$ cat src/rtl/master_port_burst.sv
// master_port_burst: serial-bus master port. A device request of 1..2^LEN_WIDTH
// beats becomes back-to-back serial transactions to consecutive slave memory
// addresses, with the bus request held for the whole burst, a programmable ack
// timeout and error reporting on abort.
module master_port_burst #(
    parameter int ADDR_WIDTH           = 16,
    parameter int DATA_WIDTH           = 8,
    parameter int SLAVE_MEM_ADDR_WIDTH = 12,
    parameter int LEN_WIDTH            = 4,
    parameter int TIMEOUT              = 5
) (
    input  logic                  clk,
    input  logic                  rstn,
    // device side
    input  logic [ADDR_WIDTH-1:0] daddr,
    input  logic                  dmode,
    input  logic [LEN_WIDTH-1:0]  dlen,
    input  logic                  dvalid,
    output logic                  dready,
    input  logic [DATA_WIDTH-1:0] dwdata,
    output logic                  dwreq,
    output logic [DATA_WIDTH-1:0] drdata,
    output logic                  drvalid,
    output logic                  ddone,
    output logic                  derr,
    // bus side
    output logic                  mwdata,
    output logic                  mvalid,
    output logic                  mmode,
    input  logic                  mrdata,
    input  logic                  svalid,
    output logic                  mbreq,
    input  logic                  mbgrant,
    input  logic                  msplit,
    input  logic                  ack
);

    localparam int DEV_W = ADDR_WIDTH - SLAVE_MEM_ADDR_WIDTH;
    localparam int MEM_W = SLAVE_MEM_ADDR_WIDTH;
    // One shift register serves device address, memory address and write data,
    // so it is as wide as the widest of the three.
    localparam int SH_W  = (DEV_W > MEM_W) ? ((DEV_W > DATA_WIDTH) ? DEV_W : DATA_WIDTH)
                                           : ((MEM_W > DATA_WIDTH) ? MEM_W : DATA_WIDTH);
    localparam int CNT_W = $clog2(SH_W + 1);
    localparam int TO_W  = $clog2(TIMEOUT + 1);

    localparam logic [CNT_W-1:0] DEV_LAST  = CNT_W'(DEV_W - 1);
    localparam logic [CNT_W-1:0] MEM_LAST  = CNT_W'(MEM_W - 1);
    localparam logic [CNT_W-1:0] DATA_LAST = CNT_W'(DATA_WIDTH - 1);
    localparam logic [TO_W-1:0]  TO_LAST   = TO_W'(TIMEOUT - 1);

    typedef enum logic [3:0] {
        S_IDLE,
        S_REQ,
        S_SADDR,
        S_WAIT,
        S_ADDR,
        S_WSETUP,
        S_WDATA,
        S_RDATA,
        S_SPLIT,
        S_NEXT
    } state_t;

    state_t                  state_reg,    state_next;
    logic [CNT_W-1:0]        cnt_reg,      cnt_next;
    logic [TO_W-1:0]         tcnt_reg,     tcnt_next;
    logic [SH_W-1:0]         sh_reg,       sh_next;
    logic [DEV_W-1:0]        dev_addr_reg, dev_addr_next;
    logic [MEM_W-1:0]        mem_addr_reg, mem_addr_next;
    logic                    mode_reg,     mode_next;
    logic [LEN_WIDTH-1:0]    len_reg,      len_next;
    logic [LEN_WIDTH-1:0]    beat_reg,     beat_next;
    logic [DATA_WIDTH-1:0]   wdata_reg,    wdata_next;
    logic [DATA_WIDTH-1:0]   rdata_reg,    rdata_next;
    logic [DATA_WIDTH-1:0]   drdata_reg,   drdata_next;
    logic                    derr_reg,     derr_next;
    logic                    abort;

    // One-hot decode of the read bit index; the captured word is the partial
    // word with only the addressed bit replaced by mrdata.
    logic [DATA_WIDTH-1:0]   bit_sel;
    logic [DATA_WIDTH-1:0]   rdata_cap;

    generate
        for (genvar gi = 0; gi < DATA_WIDTH; gi++) begin : g_bit_sel
            assign bit_sel[gi] = (cnt_reg == CNT_W'(gi));
        end
    endgenerate

    assign rdata_cap = (rdata_reg & ~bit_sel) | (bit_sel & {DATA_WIDTH{mrdata}});

    // State and datapath registers; asynchronous reset clears everything.
    always_ff @(posedge clk or negedge rstn) begin
        if (!rstn) begin
            state_reg    <= S_IDLE;
            cnt_reg      <= '0;
            tcnt_reg     <= '0;
            sh_reg       <= '0;
            dev_addr_reg <= '0;
            mem_addr_reg <= '0;
            mode_reg     <= 1'b0;
            len_reg      <= '0;
            beat_reg     <= '0;
            wdata_reg    <= '0;
            rdata_reg    <= '0;
            drdata_reg   <= '0;
            derr_reg     <= 1'b0;
        end else begin
            state_reg    <= state_next;
            cnt_reg      <= cnt_next;
            tcnt_reg     <= tcnt_next;
            sh_reg       <= sh_next;
            dev_addr_reg <= dev_addr_next;
            mem_addr_reg <= mem_addr_next;
            mode_reg     <= mode_next;
            len_reg      <= len_next;
            beat_reg     <= beat_next;
            wdata_reg    <= wdata_next;
            rdata_reg    <= rdata_next;
            drdata_reg   <= drdata_next;
            derr_reg     <= derr_next;
        end
    end

    // Next-state, datapath updates and strobes for the burst sequencer.
    always_comb begin
        state_next    = state_reg;
        cnt_next      = cnt_reg;
        tcnt_next     = tcnt_reg;
        sh_next       = sh_reg;
        dev_addr_next = dev_addr_reg;
        mem_addr_next = mem_addr_reg;
        mode_next     = mode_reg;
        len_next      = len_reg;
        beat_next     = beat_reg;
        wdata_next    = wdata_reg;
        rdata_next    = rdata_reg;
        drdata_next   = drdata_reg;
        derr_next     = derr_reg;
        dready        = 1'b0;
        dwreq         = 1'b0;
        drvalid       = 1'b0;
        ddone         = 1'b0;
        mwdata        = 1'b0;
        mvalid        = 1'b0;
        abort         = 1'b0;

        case (state_reg)
            S_IDLE: begin
                dready = 1'b1;
                if (dvalid) begin
                    dev_addr_next = daddr[ADDR_WIDTH-1:MEM_W];
                    mem_addr_next = daddr[MEM_W-1:0];
                    mode_next     = dmode;
                    len_next      = dlen;
                    wdata_next    = dwdata;
                    beat_next     = '0;
                    derr_next     = 1'b0;
                    state_next    = S_REQ;
                end
            end

            S_REQ: begin
                if (mbgrant) begin
                    cnt_next   = '0;
                    sh_next    = SH_W'(dev_addr_reg);
                    state_next = S_SADDR;
                end
            end

            S_SADDR: begin
                mvalid  = 1'b1;
                mwdata  = sh_reg[0];
                sh_next = sh_reg >> 1;
                if (cnt_reg == DEV_LAST) begin
                    cnt_next   = '0;
                    tcnt_next  = '0;
                    state_next = S_WAIT;
                end else begin
                    cnt_next = cnt_reg + CNT_W'(1);
                end
            end

            // ack on the final counted cycle still wins over the abort.
            S_WAIT: begin
                if (ack) begin
                    cnt_next   = '0;
                    sh_next    = SH_W'(mem_addr_reg);
                    state_next = S_ADDR;
                end else if (tcnt_reg == TO_LAST) begin
                    abort      = 1'b1;
                    ddone      = 1'b1;
                    derr_next  = 1'b1;
                    state_next = S_IDLE;
                end else begin
                    tcnt_next = tcnt_reg + TO_W'(1);
                end
            end

            S_ADDR: begin
                mvalid  = 1'b1;
                mwdata  = sh_reg[0];
                sh_next = sh_reg >> 1;
                if (cnt_reg == MEM_LAST) begin
                    cnt_next = '0;
                    if (mode_reg) begin
                        sh_next    = SH_W'(wdata_reg);
                        state_next = S_WSETUP;
                    end else begin
                        state_next = S_RDATA;
                    end
                end else begin
                    cnt_next = cnt_reg + CNT_W'(1);
                end
            end

            S_WSETUP: begin
                state_next = S_WDATA;
            end

            S_WDATA: begin
                mvalid  = 1'b1;
                mwdata  = sh_reg[0];
                sh_next = sh_reg >> 1;
                if (cnt_reg == DATA_LAST) begin
                    cnt_next   = '0;
                    state_next = S_NEXT;
                end else begin
                    cnt_next = cnt_reg + CNT_W'(1);
                end
            end

            // A split in the same cycle as svalid wins; that bit is re-sent later.
            S_RDATA: begin
                if (msplit) begin
                    state_next = S_SPLIT;
                end else if (svalid) begin
                    rdata_next = rdata_cap;
                    if (cnt_reg == DATA_LAST) begin
                        drdata_next = rdata_cap;
                        cnt_next    = '0;
                        state_next  = S_NEXT;
                    end else begin
                        cnt_next = cnt_reg + CNT_W'(1);
                    end
                end
            end

            // cnt_reg is left untouched so the read resumes at the same bit.
            S_SPLIT: begin
                if (!msplit && mbgrant) begin
                    state_next = S_RDATA;
                end
            end

            S_NEXT: begin
                drvalid = !mode_reg;
                if (beat_reg == len_reg) begin
                    ddone      = 1'b1;
                    state_next = S_IDLE;
                end else begin
                    mem_addr_next = mem_addr_reg + MEM_W'(1);
                    beat_next     = beat_reg + LEN_WIDTH'(1);
                    if (mode_reg) begin
                        dwreq      = 1'b1;
                        wdata_next = dwdata;
                    end
                    cnt_next   = '0;
                    sh_next    = SH_W'(dev_addr_reg);
                    state_next = S_SADDR;
                end
            end

            default: begin
                state_next = S_IDLE;
            end
        endcase
    end

    // The error flag is visible in the abort cycle itself and then held.
    assign derr   = derr_reg | abort;
    assign drdata = drdata_reg;
    assign mmode  = mode_reg;
    assign mbreq  = (state_reg != S_IDLE);

endmodule

$ cat config.mk
export PLATFORM = sky130hd
export DESIGN_NAME = master_port_burst
export DESIGN_NICKNAME = d
export VERILOG_FILES = /design/src/rtl/master_port_burst.sv
export SDC_FILE = /design/constraint.sdc
export NUM_CORES = 1
export LEC_CHECK = 0
export BUFFER_PORTS_ARGS = -buffer_cell sky130_fd_sc_hd__buf_4
export CORE_ASPECT_RATIO = 1.1
export CORE_MARGIN = 2
export CORE_UTILIZATION = 40
export CTS_CLUSTER_SIZE = 28
export DETAILED_ROUTE_END_ITERATION = 16
export PLACE_DENSITY = 0.67
export SYNTH_ARGS = -nofsm -noshare
export SYNTH_HDL_FRONTEND = slang
export SYNTH_SLANG_ARGS = --single-unit
$ cat constraint.sdc
create_clock -name clk -period 4.7 [get_ports clk]
set_clock_uncertainty 0.15 [all_clocks]
set_input_delay 0.47 -clock clk [delete_from_list [all_inputs] [get_ports clk]]
set_output_delay 0.47 -clock clk [all_outputs]
set_load 0.005 [all_outputs]
==> results of run 1 <==
path summary, 6_finish.rpt:
path	startpoint	to	cells after the start
worst max-delay path	state_reg[3]	dwreq	4
worst min-delay path	rstn	derr_reg	1
worst max register to register	state_reg[3]	sh_reg[2]	4
worst min register to register	dev_addr_reg[0]	dev_addr_reg[0]	2
max in group asynchronous	rstn	cnt_reg[1]	1
min in group clk	dlen[3]	len_reg[3]	3
cell families (layout without fill, tap and decap cells):
family                   count (synthesis)  in the layout  share of synthesized area, %
adder cells (fa/ha/maj)                  8              8                          2.40
flip-flops                              72             72                          43.3
buffers and inverters                   38             81                          4.00
multiplexers                            43             43                          11.0
XOR/XNOR                                 7              7                          1.47
AND/OR/NAND/NOR                        181            181                          21.9
AO/OA/AOI/OAI                          103            103                          15.9
through the flow:
| step | utilization, % | std cells |
|---|---|---|
| 2_1_floorplan | - | 452 |
| 3_3_place_gp | 44.9 | 604 |
| 3_5_place_dp | 44.9 | 604 |
| 4_1_cts | 47.8 | 618 |
| 5_1_grt | 47.8 | 618 |
| 6_report | 47.8 | 618 |
power by group:
part           internal, mW  leakage, nW  switching, mW
Clock                 0.433        0.143          0.245
Sequential            0.850        0.914          0.253
Combinational         0.582         1.22          0.646
Total                  1.86         2.28           1.14
layout make-up:
class / count / share of cell area [%]
Sequential cell: 72 / 36.8
Multi-Input combinational cell: 342 / 44.8
Clock buffer: 11 / 5.16
Timing Repair Buffer: 54 / 8.27
Clock inverter: 3 / 0.868
Tap cell: 123 / 3.14
Inverter: 13 / 0.996
worst max-delay path, cell delays in order (launching register included):
cell and delay (ns):
dfrtp_1 0.84, nand4bb_1 0.65, a41oi_1 0.62, and2_1 0.24, buf_4 0.12
metal layers:
layer | share of wire [%] | vias up | GRT usage (%)
li1 | - | 1677 | -
met1 | 49 | 1593 | 26.2
met2 | 45 | 74 | 27.9
met3 | 4.0 | 17 | 3.28
met4 | 1.9 | 0 | 6.22
met5 | 0 | - | 0
cell usage after synthesis (2+ instances only):
master	instances
a22o_1	12
and2_1	8
o22ai_1	10
nor3_1	4
nand4_1	5
nand3b_1	3
a21oi_1	39
or3b_1	2
clkbuf_1	12
inv_1	13
nand3_1	17
nor2b_1	9
and3_1	3
and4b_1	2
nand2_1	67
a31oi_1	5
buf_2	10
xnor2_1	5
mux2i_1	20
or2_2	2
xor2_1	2
ha_1	8
dfrtp_1	72
o21ai_0	19
a2bb2oi_1	2
nand2b_1	13
mux2_2	23
o32a_1	4
o22a_1	2
nor2_1	36
==> reports/metrics.cfg, run 1 <==
[place]
gp_congestion = 0.830
pre_cts_ws_ns = 1.53
io_buffers = 53
placed_area_um2 = 4600
dpl.hpwl_mm = 7.01

[synthesis]
syn_area_um2 = 4160
synth_cells = 452
yosys.area.top_type = dfrtp_1
ys_seq_area_share_pct = 43.3
yosysWarnings = 0
synthTopCellsByArea = dfrtp_1 (43%), mux2_2 (6.2%), nand2_1 (6.0%), mux2i_1 (4.8%), a21oi_1 (4.7%)
synth_flop_cell = dfrtp_1
async_flop_share_pct = 100
netlist-cell-type-count = 53
synth_nets = 497
synth_edf_count = 0
netlist.area_leader.share_pct = 43.3
syn_avg_cell_area_um2 = 9.21
ys_ff_latch = 72

[clock_network]
holdBufCountCts = 0
htree_num_levels = 3
cts_root_buffer = clkbuf_16
cts_setup_buffers = 0
cts.repair.resized = 0
clkTransAtPathRegs_ns = 0.05
cts-buffers-inserted = 9
clkLatencyLatePin_ns = 0.32
clk_path_buf_depth = 2
cts_tree = done
clkSinkCount = 72

[floorplanning]
die_x_um = 101
initial_core_util_pct = 40.6
core-area_um2 = 10200
die_h_um = 111
core.rowCount = 39
pin_count = 54
die_area_um2 = 11200

[power]
power_mw = 3.01
power.ir.vdd_worst_mv = 0.230
p_leak_nw = 2.28
p_per_area_nw_per_um2 = 614

[finish]
seq_area_um2 = 1800
fillers = 990
nets = 537
n_antenna_cell = 0
mostFrequentLayoutCell = dfrtp_1
area_delta_synth_final_pct = 17.7
layout-drive-gt1-share_pct = 20.2
multi_input_area_um2 = 2190
final_area_um2 = 4900
layout_common_cells = dfrtp_1 (72), nand2_1 (67), buf_4 (54)

[grt]
grt_pass1_wl_mm = 16.5
antenna_found_initial = 0
grt-ovfl-total = 0
grt_use_total_pct = 18.3
grt_pass1_vias = 3308
grt_max_degree = 73

[critical_path]
path_class = flip-flop to output pin
cp.arrival_ns = 2.80
path_max_fanout = 27
r2r_slack_ns = 1.52
startpoint_type = flip-flop
required_ns = 4.08
end_kind = output pin

[status]
status = completed

[drt]
wl_per_cell_um = 15.7
drtIter0Drc = 172
dr.pass1.iters = 5
vias_per_cell = 5.44
antenna_left = 0
post-route-drc-count = 0
vias = 3361
drt-total-wl_mm = 9.73

[min_path]
min_path_type = input pin to asynchronous set/reset pin

[sta]
fin_crit_ns = 3.42
maxSlewHeadroom_pct = 35.1
setup_viol = 0
final_hold_viol_count = 0
fmax_ghz = 0.292
fin_crit_sh_pct = 72.8
slew_violations = 0
setup_tns_ns = 0
tightest_slew_ns = 0.968
rsz0062_at_grt = false
holdWs_ns = 0.121
setup_ws_ns = 1.28

[job]
maxCapViolations = 0

No activity file was read; power rests on OpenSTA's default activity.
==> run 2: changes to the inputs <==
PLACE_DENSITY = 0.69   (was 0.67)
clock period = 2.97 ns   (was 4.7 ns; I/O delays follow)
==> reports/metrics.cfg, run 2 (same netlist as run 1, synthesis figures left out) <==
[critical_path]
path_max_fanout = 21
r2r-end = mem_addr_reg[2]
reg2reg_from = state_reg[3]
reg2reg_depth = 6
required_ns = 2.52
cp.arrival_ns = 2.23
r2r_slack_ns = 0.56
path_class = flip-flop to output pin
end_kind = output pin
startpoint_type = flip-flop

[grt]
antenna_found_initial = 0
grt-ovfl-total = 0
grt_pass1_wl_mm = 16.4
grt_pass1_vias = 3326
grt_max_degree = 73
grt_use_total_pct = 18.1

[floorplanning]
core.rowCount = 39
pin_count = 54
die_h_um = 111
initial_core_util_pct = 40.6
die_x_um = 101
core-area_um2 = 10200
die_area_um2 = 11200

[clock_network]
cts.repair.resized = 0
clkTransAtPathRegs_ns = 0.06
clk_path_buf_depth = 2
cts-buffers-inserted = 9
clkLatencyLatePin_ns = 0.33
htree_num_levels = 3
holdBufCountCts = 2
cts_tree = done
clkSinkCount = 72
cts_root_buffer = clkbuf_16
cts_setup_buffers = 0

[power]
p_per_area_nw_per_um2 = 981
power.ir.vdd_worst_mv = 0.472
p_leak_nw = 2.36

[sta]
maxSlewHeadroom_pct = 37.7
rsz0062_at_grt = false
tightest_slew_ns = 0.935
final_hold_viol_count = 0
fin_crit_ns = 2.68
slew_violations = 0
setup_viol = 0
fin_crit_sh_pct = 90.1
fmax_ghz = 0.374
setup_tns_ns = 0

[drt]
vias = 3435
antenna_left = 0
dr.pass1.iters = 4
drt-total-wl_mm = 9.68
wl_per_cell_um = 15.2
vias_per_cell = 5.41
drtIter0Drc = 163
post-route-drc-count = 0

[min_path]
worstHoldStart = dlen[1]
min_path_type = input pin to flip-flop
min_path_cells = 3
holdPathEnd = len_reg[1]

[finish]
fillers = 960
mostFrequentLayoutCell = dfrtp_1
nets = 552
n_antenna_cell = 0
layout_common_cells = dfrtp_1 (72), nand2_1 (67), buf_4 (67)
layout.cells.non_filler = 635
area_delta_synth_final_pct = 21.2
layout-drive-gt1-share_pct = 22.3

[place]
place_inst = 617
io_buffers = 53
gp_congestion = 0.915
dpl.hpwl_mm = 7.07

[status]
status = completed

[job]
maxCapViolations = 0

run 2: cell types whose count changed in the layout (fill, tap and decap cells not counted), sizes merged:
cell	change
buf	+13
dlygate4sd3	+2
bufinv	+1
clkinvlp	+1
run 2: where the power goes:
part / switching (mW) / leakage [nW] / internal (mW) / total [mW]
logic: 1.03 / 1.29 / 1.00 / 2.03
clock network: 0.407 / 0.152 / 0.757 / 1.16
registers: 0.408 / 0.914 / 1.35 / 1.76
total: 1.84 / 2.36 / 3.11 / 4.95
run 2: how the worst max path moves through the flow:
stage / startpoint / endpoint / slack (ns) / cells past startpoint
after floorplan: cnt_reg[0] / state_reg[0] / 0.76 / 6
after global placement: state_reg[3] / sh_reg[3] / 0.63 / 5
after detailed placement: cnt_reg[0] / state_reg[2] / 0.57 / 6
after CTS: state_reg[0] / ddone / 0.32 / 5
after global routing: state_reg[0] / ddone / 0.15 / 5
final: state_reg[0] / ddone / 0.29 / 5
run 2: through the flow:
step | area (um^2) | setup WS [ns] | power (mW) | utilization (%) | hold WS (ns)
3_3_place_gp | 4700 | 0.633 | 3.72 | 45.9 | 0.330
3_5_place_dp | 4700 | 0.567 | 3.79 | 45.9 | 0.324
6_report | 5040 | 0.294 | 4.95 | 49.2 | 0.00855
2_1_floorplan | 4160 | 0.760 | 3.17 | - | -0.149
4_1_cts | 5040 | 0.317 | 4.99 | 49.2 | 0.000522
5_1_grt | 5040 | 0.149 | 5.34 | 49.2 | 0.00923
run 2: metal layers:
layer | global-route usage (%) | wire (um) | vias to the layer above
li1 | - | - | 1718
met1 | 24.3 | 4530 | 1620
met2 | 28.3 | 4550 | 79
met3 | 3.59 | 407 | 18
met4 | 7.39 | 195 | 0
met5 | 0 | 0 | -
run 2: worst max-delay path, stage by stage, from the launching register on:
cell and delay, ns:
dfrtp_1 0.72, nand3b_1 0.35, nor3_1 0.40, nand3_1 0.16, o21ai_0 0.12, buf_4 0.15
run 2: layout make-up:
class                   instances  area, um^2  share of cell area [%]
repair buffers                 69         523                    10.4
clock inverters                 5        80.1                    1.59
well taps                     123         154                    3.05
flip-flops and latches         72        1800                    35.7
multi-input cells             342        2190                    43.5
inverters                      13        48.8                   0.967
clock buffers                  11         243                    4.81
